**config.mk**
```make
export PLATFORM = sky130hd
export DESIGN_NAME = uart_rx_sampler
export DESIGN_NICKNAME = d
export VERILOG_FILES = /design/src/rtl/uart_rx_sampler.sv
export SDC_FILE = /design/constraint.sdc
export NUM_CORES = 1
export LEC_CHECK = 0
export BUFFER_PORTS_ARGS = -buffer_cell sky130_fd_sc_hd__buf_2
export CELL_PAD_IN_SITES_DETAIL_PLACEMENT = 1
export CELL_PAD_IN_SITES_GLOBAL_PLACEMENT = 1
export CORE_MARGIN = 1
export CORE_UTILIZATION = 46
export CTS_CLUSTER_DIAMETER = 200
export CTS_CLUSTER_SIZE = 8
export DETAILED_ROUTE_END_ITERATION = 8
export PLACE_DENSITY_LB_ADDON = 0.1
export SKIP_CTS_REPAIR_TIMING = 1
export SLEW_MARGIN = 5
export SYNTH_ARGS = -nofsm -noshare
export SYNTH_HDL_FRONTEND = slang
export SYNTH_SLANG_ARGS = --single-unit
```
**constraint.sdc**
```tcl
create_clock -name i_clk -period 2.65 [get_ports i_clk]
set_clock_uncertainty 0.15 [all_clocks]
set_input_delay 0.3975 -clock i_clk [delete_from_list [all_inputs] [get_ports i_clk]]
set_output_delay 0.3975 -clock i_clk [all_outputs]
set_load 0.05 [all_outputs]
```
**src/rtl/uart_rx_sampler.sv**
```systemverilog
// 8N1 serial receiver with centre-of-bit sampling, valid/ready byte delivery,
// and framing/overrun error pulses. CLK_DIVIDER clocks per bit.
module uart_rx_sampler #(
  parameter int CLK_DIVIDER = 200
) (
  input  logic       i_clk,
  input  logic       i_rst_n,
  input  logic       i_uart_rx,
  output logic [7:0] o_data,
  output logic       o_valid,
  input  logic       i_ready,
  output logic       o_busy,
  output logic       o_frame_err,
  output logic       o_overrun
);

  localparam int CNT_W = $clog2(CLK_DIVIDER);
  localparam logic [CNT_W-1:0] CNT_HALF = CNT_W'(CLK_DIVIDER / 2 - 1);
  localparam logic [CNT_W-1:0] CNT_FULL = CNT_W'(CLK_DIVIDER - 1);

  typedef enum logic [2:0] {
    IDLE,
    START,
    DATA,
    STOP,
    BREAK
  } state_t;

  state_t           state;
  logic             rx_meta_p0;
  logic             rx_s;
  logic [CNT_W-1:0] cnt;
  logic [2:0]       idx;
  logic [7:0]       shift;
  logic             vld_p1;
  logic             tick;

  assign tick = (cnt == '0);

  // Stage 0: two-flop synchroniser, idle-high so reset looks like an idle line
  always_ff @(posedge i_clk or negedge i_rst_n) begin
    if (!i_rst_n) begin
      rx_meta_p0 <= 1'b1;
      rx_s       <= 1'b1;
    end else begin
      rx_meta_p0 <= i_uart_rx;
      rx_s       <= rx_meta_p0;
    end
  end

  // Stage 1: frame FSM; counter only runs while timing a bit
  always_ff @(posedge i_clk or negedge i_rst_n) begin
    if (!i_rst_n) begin
      state       <= IDLE;
      cnt         <= '0;
      idx         <= '0;
      shift       <= '0;
      vld_p1      <= 1'b0;
      o_busy      <= 1'b0;
      o_frame_err <= 1'b0;
    end else begin
      vld_p1      <= 1'b0;
      o_frame_err <= 1'b0;
      if (state != IDLE && state != BREAK && !tick) begin
        cnt <= cnt - 1'b1;
      end else begin
        case (state)
          IDLE: begin
            if (!rx_s) begin
              state  <= START;
              cnt    <= CNT_HALF;
              o_busy <= 1'b1;
            end
          end
          START: begin
            if (rx_s) begin
              state  <= IDLE;
              o_busy <= 1'b0;
            end else begin
              state <= DATA;
              cnt   <= CNT_FULL;
              idx   <= '0;
            end
          end
          DATA: begin
            shift <= {rx_s, shift[7:1]};
            cnt   <= CNT_FULL;
            if (idx == 3'd7) state <= STOP;
            else             idx   <= idx + 3'd1;
          end
          STOP: begin
            if (rx_s) begin
              vld_p1 <= 1'b1;
              state  <= IDLE;
              o_busy <= 1'b0;
            end else begin
              o_frame_err <= 1'b1;
              state       <= BREAK;
            end
          end
          BREAK: begin
            // a line held low must return high before a new start is accepted
            if (rx_s) begin
              state  <= IDLE;
              o_busy <= 1'b0;
            end
          end
          default: begin
            state  <= IDLE;
            o_busy <= 1'b0;
          end
        endcase
      end
    end
  end

  // Stage 2: output holding register with valid/ready handshake
  always_ff @(posedge i_clk or negedge i_rst_n) begin
    if (!i_rst_n) begin
      o_data    <= '0;
      o_valid   <= 1'b0;
      o_overrun <= 1'b0;
    end else begin
      o_overrun <= 1'b0;
      if (vld_p1) begin
        if (!o_valid || i_ready) begin
          o_data  <= shift;
          o_valid <= 1'b1;
        end else begin
          o_overrun <= 1'b1;
        end
      end else if (o_valid && i_ready) begin
        o_valid <= 1'b0;
      end
    end
  end

endmodule
```
# --- Yosys cells after proc, flatten, opt, wreduce, memory -nomap -nowiden ---
# Index checks and enable logic that the tools add are counted.
classes:
  add_sub_neg: 2
  n_mux: 27
  n_eq_ne: 15
  reduce_logical: 20
  n_bitwise: 2
ops:
  columns: ["op", "count"]
  rows:
  - ["$mux W8", 3]
  - ["$pmux W8 S3", 1]
  - ["$mux W3", 6]
  - ["$pmux W3 S5", 1]
  - ["$mux W1", 13]
  - ["$reduce_and A4 Y1", 3]
  - ["$ne A2 B2 Y1 const B", 5]
  - ["$ne A3 B3 Y1 const B", 3]
  - ["$logic_not A8 Y1", 1]
  - ["$sub A8 B1 Y8 const B", 1]
  - ["$eq A3 B2 Y1 const B", 2]
  - ["$eq A3 B3 Y1 const B", 2]
  - ["$pmux W3 S2", 1]
  - ["$reduce_and A2 Y1", 3]
  - ["$ne A2 B1 Y1 const B", 2]
  - ["$reduce_bool A2 Y1", 2]
  - ["$reduce_bool A4 Y1", 1]
  - ["$add A3 B1 Y3 const B", 1]
  - ["$eq A3 B1 Y1 const B", 1]
  - ["$logic_and A1 B1 Y1", 3]
  - ["$logic_not A3 Y1", 1]
  - ["$pmux W1 S3", 1]
  - ["$reduce_and A3 Y1", 1]
  - ["$reduce_bool A3 Y1", 1]
  - ["other kinds (5)", 7]
totals:
  elab_cells: 78
  reg_bits: 37
  input_bits: 4
  out_inout_bits: 12

# --- Logic depth before layout (Yosys ltp) ---
# Gate-level depths: netlist of run 1.
logic_depth:
  word_depth: 5
  mapped_depth: 7
  depth_no_buf: 6

# --- Least setup slack after synthesis of run 1 ---
# No wires, ideal clock.
synth_timing:
  path_type: "reg2reg"
  startpoint: "register cnt[0]"
  endpoint: "register idx[0]"
  path_buffers: 0
  path_stages_with_launch: 7
  t_required_ns: 2.375
  slack_ns: 0.610
  synth_period_minus_slack_ns: 2.040
  arrival_ns: 1.765
  setup_ns: 0.125
  path_cell_list: "dfrtp_1 -> inv_1 -> ha_1 -> nor3b_1 -> a21oi_2 -> or3_4 -> mux2_4"
synth_via:
  elab_chain_len: 5
synth_rtl:
  columns: ["element", "line", "text"]
  rows:
  - ["start: declaration", "32", "logic [CNT_W-1:0] cnt;"]
  - ["start signal: assignment", "65", "cnt <= cnt - 1'b1;"]
  - ["$logic_not A8 Y1", "38", "assign tick = (cnt == '0);"]
  - ["$logic_not A1 Y1", "64", "if (state != IDLE && state != BREAK && !tick) begin"]
  - ["$logic_and A1 B1 Y1", "64", null]
  - ["$not A1 Y1 (no source line)", null, null]
  - ["$reduce_and A4 Y1 (no source line)", null, null]
  - ["end signal: assignment", "89", "else idx <= idx + 3'd1;"]
  - ["end: declaration", "33", "logic [2:0] idx;"]
# No other way between the ends.
# A chain may end at the register's enable or synchronous reset.

# --- Worst setup path in the final report of run 1 ---
# Ends and elaborated chain as after synthesis.

==> results.sh, run 1 <==
export IMPL_grt_max_degree=38
export IMPL_status="finished with violations"
export IMPL_cts_sinks=37
export IMPL_yosysWarnings=0
export IMPL_syn_avg_cell_area_um2=11.56
export IMPL_start_util_pct=49.08
export IMPL_path_cells="inv_1, ha_1, nor3b_1, a21oi_2, or3_4, mux2_4"
export IMPL_die_area_mm2=0.003890
export IMPL_r2r_cells=6
export IMPL_syn_inst=145
export IMPL_dr_pass1_iters=3
export IMPL_critPathLaunchType="register"
export IMPL_cts_buffers_inserted=5
export IMPL_final_nets=170
export IMPL_gp_congestion=0.8286
export IMPL_power_density_mw_per_mm2=568.8
export IMPL_yosysSeqAreaShare_pct=55.37
export IMPL_rsz0062_at_grt="false"
export IMPL_highest_layer="met4"
export IMPL_finalMaxSlewViolations=0
export IMPL_endpoint_kind="register"
export IMPL_ir_drop_mv=0.2518
export IMPL_via_per_inst=5.343
export IMPL_p_leak_nw=0.9737
export IMPL_cts_tree="done"
export IMPL_setup_viol=0
export IMPL_cts_buffer_depth=2
export IMPL_die_x_um=62.37
export IMPL_critPathMaxFanout=14
export IMPL_htreeDepth=2
export IMPL_ys_ff_latch=37
export IMPL_arrival_ps=2400
export IMPL_syn_nets=152
export IMPL_min_path_type="input pin to async pin"
export IMPL_setup_tns_ps=0
export IMPL_holdWs_ps=-19.07
export IMPL_n_antenna_cell=0
export IMPL_worst_slew_pin_slew_ps=794.1
export IMPL_num_io_pins=16
export IMPL_hold_viol=35
export IMPL_required_ps=2730
export IMPL_relSlewSlack_pct=47.06
export IMPL_grt_ovfl_total=0
export IMPL_drc=0
export IMPL_cap_violations=0
export IMPL_fin_crit_sh_pct=87.62
export IMPL_grt_pass1_vias=1220
export IMPL_coreArea_mm2=0.003416
export IMPL_cp_depth=6
export IMPL_wl_per_cell_um=15.17
export IMPL_vias=1122
export IMPL_grt_pass1_wl_mm=5.844
export IMPL_netlist_cell_type_count=36
export IMPL_syn_area_mm2=0.001677
export IMPL_root_buffer="clkbuf_4"
export IMPL_clk_latency_ps=340
export IMPL_violations="hold timing"
export IMPL_cp_top_family="simple AND/OR/NAND/NOR gates"
export IMPL_dp_hpwl_mm=2.285
export IMPL_ant_nets=0
export IMPL_worst_r2r_setup_slack_ps=330
export IMPL_critPathSlowestCell="or3_4"
export IMPL_port_buffers=15
export IMPL_rows=21
export IMPL_cts_clk_slew_worst_paths_ps=120
export IMPL_period_minus_slack_ps=2322
export IMPL_areaGrowthSynthToFinish_pct=13.51
export IMPL_dieHeight_um=62.37
export IMPL_max_freq_ghz=0.4307
export IMPL_slowest_delay_ps=460
export IMPL_wl_met3_um=91
export IMPL_drive_gt1_share_pct=29.88
export IMPL_track_usage_pct=18.88
export IMPL_critPathKind="register to register"
export IMPL_drt_iter0_markers=54
export IMPL_antenna_found_initial=0
export IMPL_crit_buf_inv=1
export IMPL_n_fill_cell=383
export IMPL_wl_met2_mm=1.580
export IMPL_wl_mm=3.185
export IMPL_drt_met1_wl_mm=1.473
## path summary, 6_finish.rpt
path | start | endpoint
min in group i_clk | i_ready | o_overrun
setup / recovery | cnt[0] | idx[0]
setup reg to reg | cnt[0] | idx[0]
max in group asynchronous | i_rst_n | cnt[0]
hold / removal | i_rst_n | o_data[0]
hold reg to reg | rx_meta_p0 | rx_s
## cell type report
cell class	instances	area, um^2	area share, %
Sequential cell	37	928.4	48.78
Multi-Input combinational cell	95	695.7	36.55
Timing Repair Buffer	16	85.08	4.471
Clock inverter	3	68.82	3.616
Tap cell	46	57.56	3.024
Clock buffer	5	37.54	1.972
Inverter	8	30.03	1.578
## report_power, final
group / switching, mW / internal (mW)
combinational: 0.0161 / 0.00542
sequential: 0.00155 / 0.567
clock: 0.195 / 0.297
total: 0.213 / 0.870
## cells in the mapped netlist
| cell type | n | share of area, % |
|---|---|---|
| dfstp_2 | 2 | 3.1 |
| a21oi_2 | 1 | 0.52 |
| a31oi_1 | 1 | 0.37 |
| or2_2 | 2 | 0.75 |
| mux2i_1 | 4 | 2.4 |
| nor2_1 | 8 | 1.8 |
| nor4_1 | 2 | 0.75 |
| nor3b_1 | 1 | 0.45 |
| o31ai_1 | 2 | 0.90 |
| nand2_2 | 1 | 0.37 |
| o21a_1 | 1 | 0.45 |
| nor4_4 | 1 | 1.3 |
| a211oi_1 | 1 | 0.45 |
| ha_1 | 3 | 2.2 |
| nand2b_1 | 2 | 0.75 |
| dfrtp_1 | 35 | 52 |
| mux2_2 | 17 | 11 |
| o21ai_0 | 3 | 0.90 |
| mux2_4 | 1 | 0.90 |
| a2bb2oi_1 | 1 | 0.52 |
| nand3_1 | 3 | 0.90 |
| clkbuf_1 | 2 | 0.45 |
| xor2_1 | 2 | 1.0 |
| nand2_1 | 11 | 2.5 |
| nand4_1 | 2 | 0.75 |
| nor3_1 | 6 | 1.8 |
| a21o_1 | 2 | 0.90 |
| o211a_1 | 1 | 0.60 |
| a21oi_1 | 9 | 2.7 |
| and3_1 | 1 | 0.37 |
| buf_2 | 3 | 0.90 |
| o221ai_1 | 2 | 1.0 |
| inv_1 | 8 | 1.8 |
| and2_1 | 1 | 0.37 |
| nor2b_1 | 2 | 0.75 |
| or3_4 | 1 | 0.67 |
## stage by stage
stage | instance area, um^2 | power [mW] | worst slack [ps] | std cells | util (%)
6_report | 1903 | 1.083 | 328.1 | 210 | 55.71
5_1_grt | 1903 | 1.123 | 180.3 | 210 | 55.71
4_1_cts | 1893 | 1.097 | 313.6 | 209 | 55.42
3_5_place_dp | 1787 | 0.6011 | 344.9 | 201 | 52.31
3_3_place_gp | 1787 | 0.5999 | 439.2 | 201 | 52.31
2_1_floorplan | 1677 | 0.5855 | 610.4 | 145 | -
## logic make-up after synthesis
| logic type | after synthesis | share of synthesized area (%) |
|---|---|---|
| flops | 37 | 55.37 |
| xor+xnor | 2 | 1.045 |
| mux | 22 | 14.70 |
| fa+ha+maj | 3 | 2.239 |
| simple gates | 44 | 14.18 |
| compound gates | 24 | 9.328 |
| buf+inv | 13 | 3.134 |
## flip-flops by register name (all words and copies together) (netlist names)
name,count
o_data,8
o_busy,1
rx_meta_p0,1
state,3
vld_p1,1
rx_s,1
o_overrun,1
o_frame_err,1
cnt,8
idx,3
shift,8
o_valid,1
## layout by cell type (no fill, tap or decap), types with 2 or more instances in the layout
cell	count
xor2_1	2
clkbuf_4	5
mux2_2	17
inv_1	8
mux2i_1	4
nand2_1	11
nand4_1	2
bufinv_16	2
o21ai_0	3
ha_1	3
o221ai_1	2
o31ai_1	2
nor2_1	8
nor3_1	6
a21oi_1	9
a21o_1	2
nand3_1	3
dfstp_2	2
nor4_1	2
or2_2	2
nor2b_1	2
nand2b_1	2
buf_2	15
dfrtp_1	35
## layer usage
metal,up-vias,track usage (%)
li1,549,-
met1,554,24.25
met2,15,32.28
met3,4,3.467
met4,0,6.105
met5,-,0
Power figures use the tool's default switching activity.
==> run 2, diff against run 1 <==
--- a/config.mk
+++ b/config.mk
@@ -8,12 +8,14 @@
 export BUFFER_PORTS_ARGS = -buffer_cell sky130_fd_sc_hd__buf_2
 export CELL_PAD_IN_SITES_DETAIL_PLACEMENT = 1
 export CELL_PAD_IN_SITES_GLOBAL_PLACEMENT = 1
+export CORE_ASPECT_RATIO = 0.8
 export CORE_MARGIN = 1
 export CORE_UTILIZATION = 46
 export CTS_CLUSTER_DIAMETER = 200
 export CTS_CLUSTER_SIZE = 8
 export DETAILED_ROUTE_END_ITERATION = 8
 export PLACE_DENSITY_LB_ADDON = 0.1
+export RECOVER_POWER = 100
 export SKIP_CTS_REPAIR_TIMING = 1
 export SLEW_MARGIN = 5
 export SYNTH_ARGS = -nofsm -noshare
==> results.sh, run 2 (same netlist as run 1, synthesis figures left out) <==
export IMPL_status="finished with violations"
export IMPL_violations="capacitance limit, slew limit"
export IMPL_critPathMaxFanout=14
export IMPL_setup_tns_ps=0
export IMPL_root_buffer="clkbuf_8"
export IMPL_drive_gt1_share_pct=20.86
export IMPL_drt_iter0_markers=69
export IMPL_die_x_um=69.50
export IMPL_rows=19
export IMPL_fin_crit_sh_pct=91.92
export IMPL_gp_congestion=0.8220
export IMPL_cts_tree="done"
export IMPL_dp_hpwl_mm=2.498
export IMPL_grt_max_degree=38
export IMPL_worst_r2r_setup_slack_ps=210
export IMPL_vias=1146
export IMPL_grt_pass1_vias=1232
export IMPL_arrival_ps=2460
export IMPL_comb_power_share_pct=2.1
export IMPL_layout_commonest_cell="dfrtp_1"
export IMPL_coreArea_mm2=0.003447
export IMPL_hold_viol=0
export IMPL_path_cells="inv_1, ha_1, nor3b_1, a21oi_2, or3_1, mux2_4"
export IMPL_cap_violations=1
export IMPL_port_buffers=15
export IMPL_critPathSlowestCell="or3_1"
export IMPL_power_frac_clock_pct=38.5
export IMPL_critPathKind="register to register"
export IMPL_period_minus_slack_ps=2436
export IMPL_relSlewSlack_pct=-28.37
export IMPL_track_usage_pct=20.72
export IMPL_r2r_start="cnt[0]"
export IMPL_via_per_inst=5.590
export IMPL_cts_sinks=37
export IMPL_cts_buffer_depth=2
export IMPL_r2r_cells=6
export IMPL_worst_slew_pin_slew_ps=1926
export IMPL_htreeDepth=2
export IMPL_power_density_mw_per_mm2=520.3
export IMPL_r2r_end="idx[0]"
export IMPL_n_antenna_cell=0
export IMPL_p_leak_nw=0.9034
export IMPL_dr_pass1_iters=6
export IMPL_wl_mm=3.434
export IMPL_n_fill_cell=395
export IMPL_min_path_type="input pin to register"
export IMPL_finalNonFillerCells=205
export IMPL_critPathLaunchType="register"
export IMPL_num_io_pins=16
export IMPL_max_freq_ghz=0.4105
export IMPL_p_seq_share_pct=59.4
export IMPL_final_nets=169
export IMPL_placed_cells=197
export IMPL_holdPathStages=1
export IMPL_die_area_mm2=0.003892
export IMPL_cts_buffers_inserted=5
export IMPL_cts_clk_slew_worst_paths_ps=70
export IMPL_grt_pass1_wl_mm=6.044
export IMPL_endpoint_kind="register"
export IMPL_reg_top3="cnt: 8 flops, o_data: 8 flops, shift: 8 flops"
export IMPL_required_ps=2680
export IMPL_areaGrowthSynthToFinish_pct=9.926
export IMPL_final_cell_mix="35 x dfrtp_1, 17 x mux2_2, 14 x clkbuf_1"
export IMPL_ant_nets=0
export IMPL_min_to="rx_meta_p0"
export IMPL_setup_viol=0
export IMPL_clk_latency_ps=290
export IMPL_antenna_found_initial=0
export IMPL_start_util_pct=48.64
export IMPL_wl_per_cell_um=16.75
export IMPL_finalMaxSlewViolations=38
export IMPL_grt_ovfl_total=0
export IMPL_drc=0
export IMPL_dieHeight_um=56
export IMPL_swShare_pct=21.41
export IMPL_cellInternalPower_mw=0.7536
export IMPL_hp_start="i_uart_rx"
export IMPL_rsz0062_at_grt="false"
export IMPL_ir_drop_mv=0.4453
export IMPL_slowest_delay_ps=500
export IMPL_p_sw_mw=0.2053
==> run 2: power groups by stage <==
stage | Sequential (mW) | Combinational, mW | Clock (mW)
after floorplan | 0.579 | 0.00633 | 0
after global placement | 0.580 | 0.0207 | 0
after detailed placement | 0.580 | 0.0215 | 0
after CTS | 0.569 | 0.0215 | 0.387
after global routing | 0.569 | 0.0237 | 0.409
final | 0.569 | 0.0203 | 0.369
==> run 2: final cells by class <==
type / count / area [um^2] / share of cell area, %
Clock buffer: 6 / 72.57 / 3.938
Sequential cell: 37 / 928.4 / 50.37
Clock inverter: 2 / 10.01 / 0.5431
Multi-Input combinational cell: 95 / 690.7 / 37.47
Inverter: 8 / 30.03 / 1.629
Tap cell: 42 / 52.55 / 2.851
Timing Repair Buffer: 15 / 58.81 / 3.191
==> run 2: per-stage QoR <==
step	area [um^2]	power (mW)	util (%)	setup slack, ps	hold WS [ps]
floorplan	1677	0.5855	-	610.4	-48.09
global placement	1782	0.6004	51.69	426.6	199.3
CTS	1864	0.9778	54.08	275.4	38.36
global route	1843	1.002	53.47	74.68	29.54
detailed placement	1782	0.6013	51.69	288.3	202.4
finish	1843	0.9589	53.47	214.2	54.13
==> run 2: worst max-delay path: cells and delay by family (launching register included) <==
family	cells	cell delay [ps]
DFF	1	420
adders and majority gates	1	180
muxes	1	330
buffers and inverters	1	70
AOI/OAI and AO/OA	1	280
and+or+nand+nor	2	890
==> run 2: worst max path at each step <==
stage	from	end	slack, ps	cells past startpoint
floorplan	cnt[0]	idx[0]	610	6
global placement	cnt[0]	idx[0]	430	6
detailed placement	cnt[0]	idx[0]	290	6
CTS	cnt[0]	idx[0]	280	6
global route	cnt[0]	idx[0]	70	6
finish	cnt[0]	idx[0]	210	6
==> run 2: per-layer routing <==
metal	vias to the layer above	track usage, %	wire [um]
li1	542	-	-
met1	580	27.23	1619
met2	19	31.76	1648
met3	5	7.065	112
met4	0	7.872	53
met5	-	0	0
==> run 3, diff against run 2 <==
--- a/config.mk
+++ b/config.mk
@@ -7,10 +7,10 @@
 export LEC_CHECK = 0
 export BUFFER_PORTS_ARGS = -buffer_cell sky130_fd_sc_hd__buf_2
 export CELL_PAD_IN_SITES_DETAIL_PLACEMENT = 1
-export CELL_PAD_IN_SITES_GLOBAL_PLACEMENT = 1
+export CELL_PAD_IN_SITES_GLOBAL_PLACEMENT = 2
 export CORE_ASPECT_RATIO = 0.8
 export CORE_MARGIN = 1
-export CORE_UTILIZATION = 46
+export CORE_UTILIZATION = 38
 export CTS_CLUSTER_DIAMETER = 200
 export CTS_CLUSTER_SIZE = 8
 export DETAILED_ROUTE_END_ITERATION = 8
==> results.sh, run 3 (same netlist as run 1, synthesis figures left out) <==
export IMPL_critPathKind="register to register"
export IMPL_critPathLaunchType="register"
export IMPL_reg_top3="cnt: 8 flops, o_data: 8 flops, shift: 8 flops"
export IMPL_placed_cells=212
export IMPL_status="finished with violations"
export IMPL_drive_gt1_share_pct=20.86
export IMPL_grt_max_degree=38
export IMPL_grt_pass1_vias=1219
export IMPL_drt_met1_wl_mm=1.743
export IMPL_start_util_pct=39.88
export IMPL_period_minus_slack_ps=2388
export IMPL_setup_tns_ps=0
export IMPL_drt_iter0_markers=46
export IMPL_cts_clk_slew_worst_paths_ps=80
export IMPL_final_nets=169
export IMPL_min_path_type="input pin to register"
export IMPL_hold_viol=0
export IMPL_rows=21
export IMPL_cts_sinks=37
export IMPL_p_leak_nw=0.9132
export IMPL_layout_commonest_cell="dfrtp_1"
export IMPL_wl_met3_um=83
export IMPL_path_cells="inv_1, ha_1, nor3b_1, a21oi_2, or3_1, mux2_1"
export IMPL_cap_violations=1
export IMPL_n_antenna_cell=0
export IMPL_critPathMaxFanout=14
export IMPL_finalWorstSetupSlack_ps=261.9
export IMPL_highest_layer="met4"
export IMPL_endpoint_kind="register"
export IMPL_via_per_inst=5.155
export IMPL_htreeDepth=2
export IMPL_relSlewSlack_pct=-29.95
export IMPL_arrival_ps=2410
export IMPL_grt_pass1_wl_mm=6.127
export IMPL_fin_crit_sh_pct=90.12
export IMPL_power_density_mw_per_mm2=580.1
export IMPL_finalNonFillerCells=220
export IMPL_n_fill_cell=478
export IMPL_finalMaxSlewViolations=38
export IMPL_track_usage_pct=17.42
export IMPL_max_freq_ghz=0.4188
export IMPL_final_cell_mix="35 x dfrtp_1, 17 x mux2_2, 13 x clkbuf_1"
export IMPL_setup_viol=0
export IMPL_dp_hpwl_mm=2.499
export IMPL_dieHeight_um=61.41
export IMPL_coreArea_mm2=0.004204
export IMPL_required_ps=2670
export IMPL_rsz0062_at_grt="false"
export IMPL_wl_met2_mm=1.580
export IMPL_critPathSlowestCell="or3_1"
export IMPL_areaGrowthSynthToFinish_pct=13.06
export IMPL_cts_tree="done"
export IMPL_gp_congestion=0.7863
export IMPL_worst_slew_pin_slew_ps=1949
export IMPL_ant_nets=0
export IMPL_post_place_ws_ps=320.1
export IMPL_dr_pass1_iters=4
export IMPL_post_route_util_pct=45.09
export IMPL_violations="capacitance limit, slew limit"
export IMPL_root_buffer="clkbuf_8"
export IMPL_port_buffers=15
export IMPL_slowest_delay_ps=490
export IMPL_die_x_um=76.27
export IMPL_die_area_mm2=0.004683
export IMPL_wl_mm=3.445
export IMPL_antenna_found_initial=0
export IMPL_cts_buffer_depth=2
export IMPL_cts_buffers_inserted=5
export IMPL_vias=1134
export IMPL_num_io_pins=16
export IMPL_wl_per_cell_um=15.66
export IMPL_drc=0
export IMPL_ir_drop_mv=0.3452
export IMPL_worst_r2r_setup_slack_ps=260
export IMPL_clk_latency_ps=290
export IMPL_finalPower_mw=1.100
export IMPL_grt_ovfl_total=0
run 3: cell count changes in the layout (fill, tap and decap cells not counted), sizes merged:
cell      delta
bufinv       +1
clkinv       -2
clkinvlp     +1
run 3: critical path, delay by kind of cell, from the launching register on:
family	cells	cell delay, ps
compound gates	1	260
fa+ha+maj	1	180
buf+inv	1	70
flops	1	410
mux	1	340
simple gates	2	860
run 3: layout make-up:
| class | count | area (um^2) | area share (%) |
|---|---|---|---|
| tap | 57 | 71.32 | 3.762 |
| clock buffer | 6 | 82.58 | 4.356 |
| timing repair buffer | 15 | 58.81 | 3.102 |
| multi-input combinational | 95 | 686.9 | 36.24 |
| inverter | 8 | 30.03 | 1.584 |
| clock inverter | 2 | 37.54 | 1.980 |
| sequential | 37 | 928.4 | 48.98 |
run 3: final timing paths:
check	startpoint	end	cells past startpoint
setup reg to reg	cnt[1]	idx[0]	6
hold / removal	i_uart_rx	rx_meta_p0	1
max in group asynchronous	i_rst_n	o_data[3]	1
setup / recovery	cnt[1]	idx[0]	6
min in group asynchronous	i_rst_n	idx[2]	1
hold reg to reg	rx_meta_p0	rx_s	0
run 3: where the power goes:
group	leakage (nW)	total [mW]	internal [mW]	switching, mW
Combinational	0.376	0.0206	0.00416	0.0165
Sequential	0.479	0.569	0.567	0.00149
Clock	0.0574	0.510	0.306	0.205
run 3: per-stage QoR:
| step | instance area, um^2 | hold WS, ps |
|---|---|---|
| 2_1_floorplan | 1677 | -48.09 |
| 3_3_place_gp | 1800 | 197.0 |
| 3_5_place_dp | 1800 | 199.3 |
| 4_1_cts | 1921 | 41.60 |
| 5_1_grt | 1896 | 38.35 |
| 6_report | 1896 | 53.69 |
run 3: per-layer routing:
metal,vias up,global-route usage [%]
li1,549,-
met1,570,23.97
met2,10,27.03
met3,5,4.000
met4,0,7.418
met5,-,0
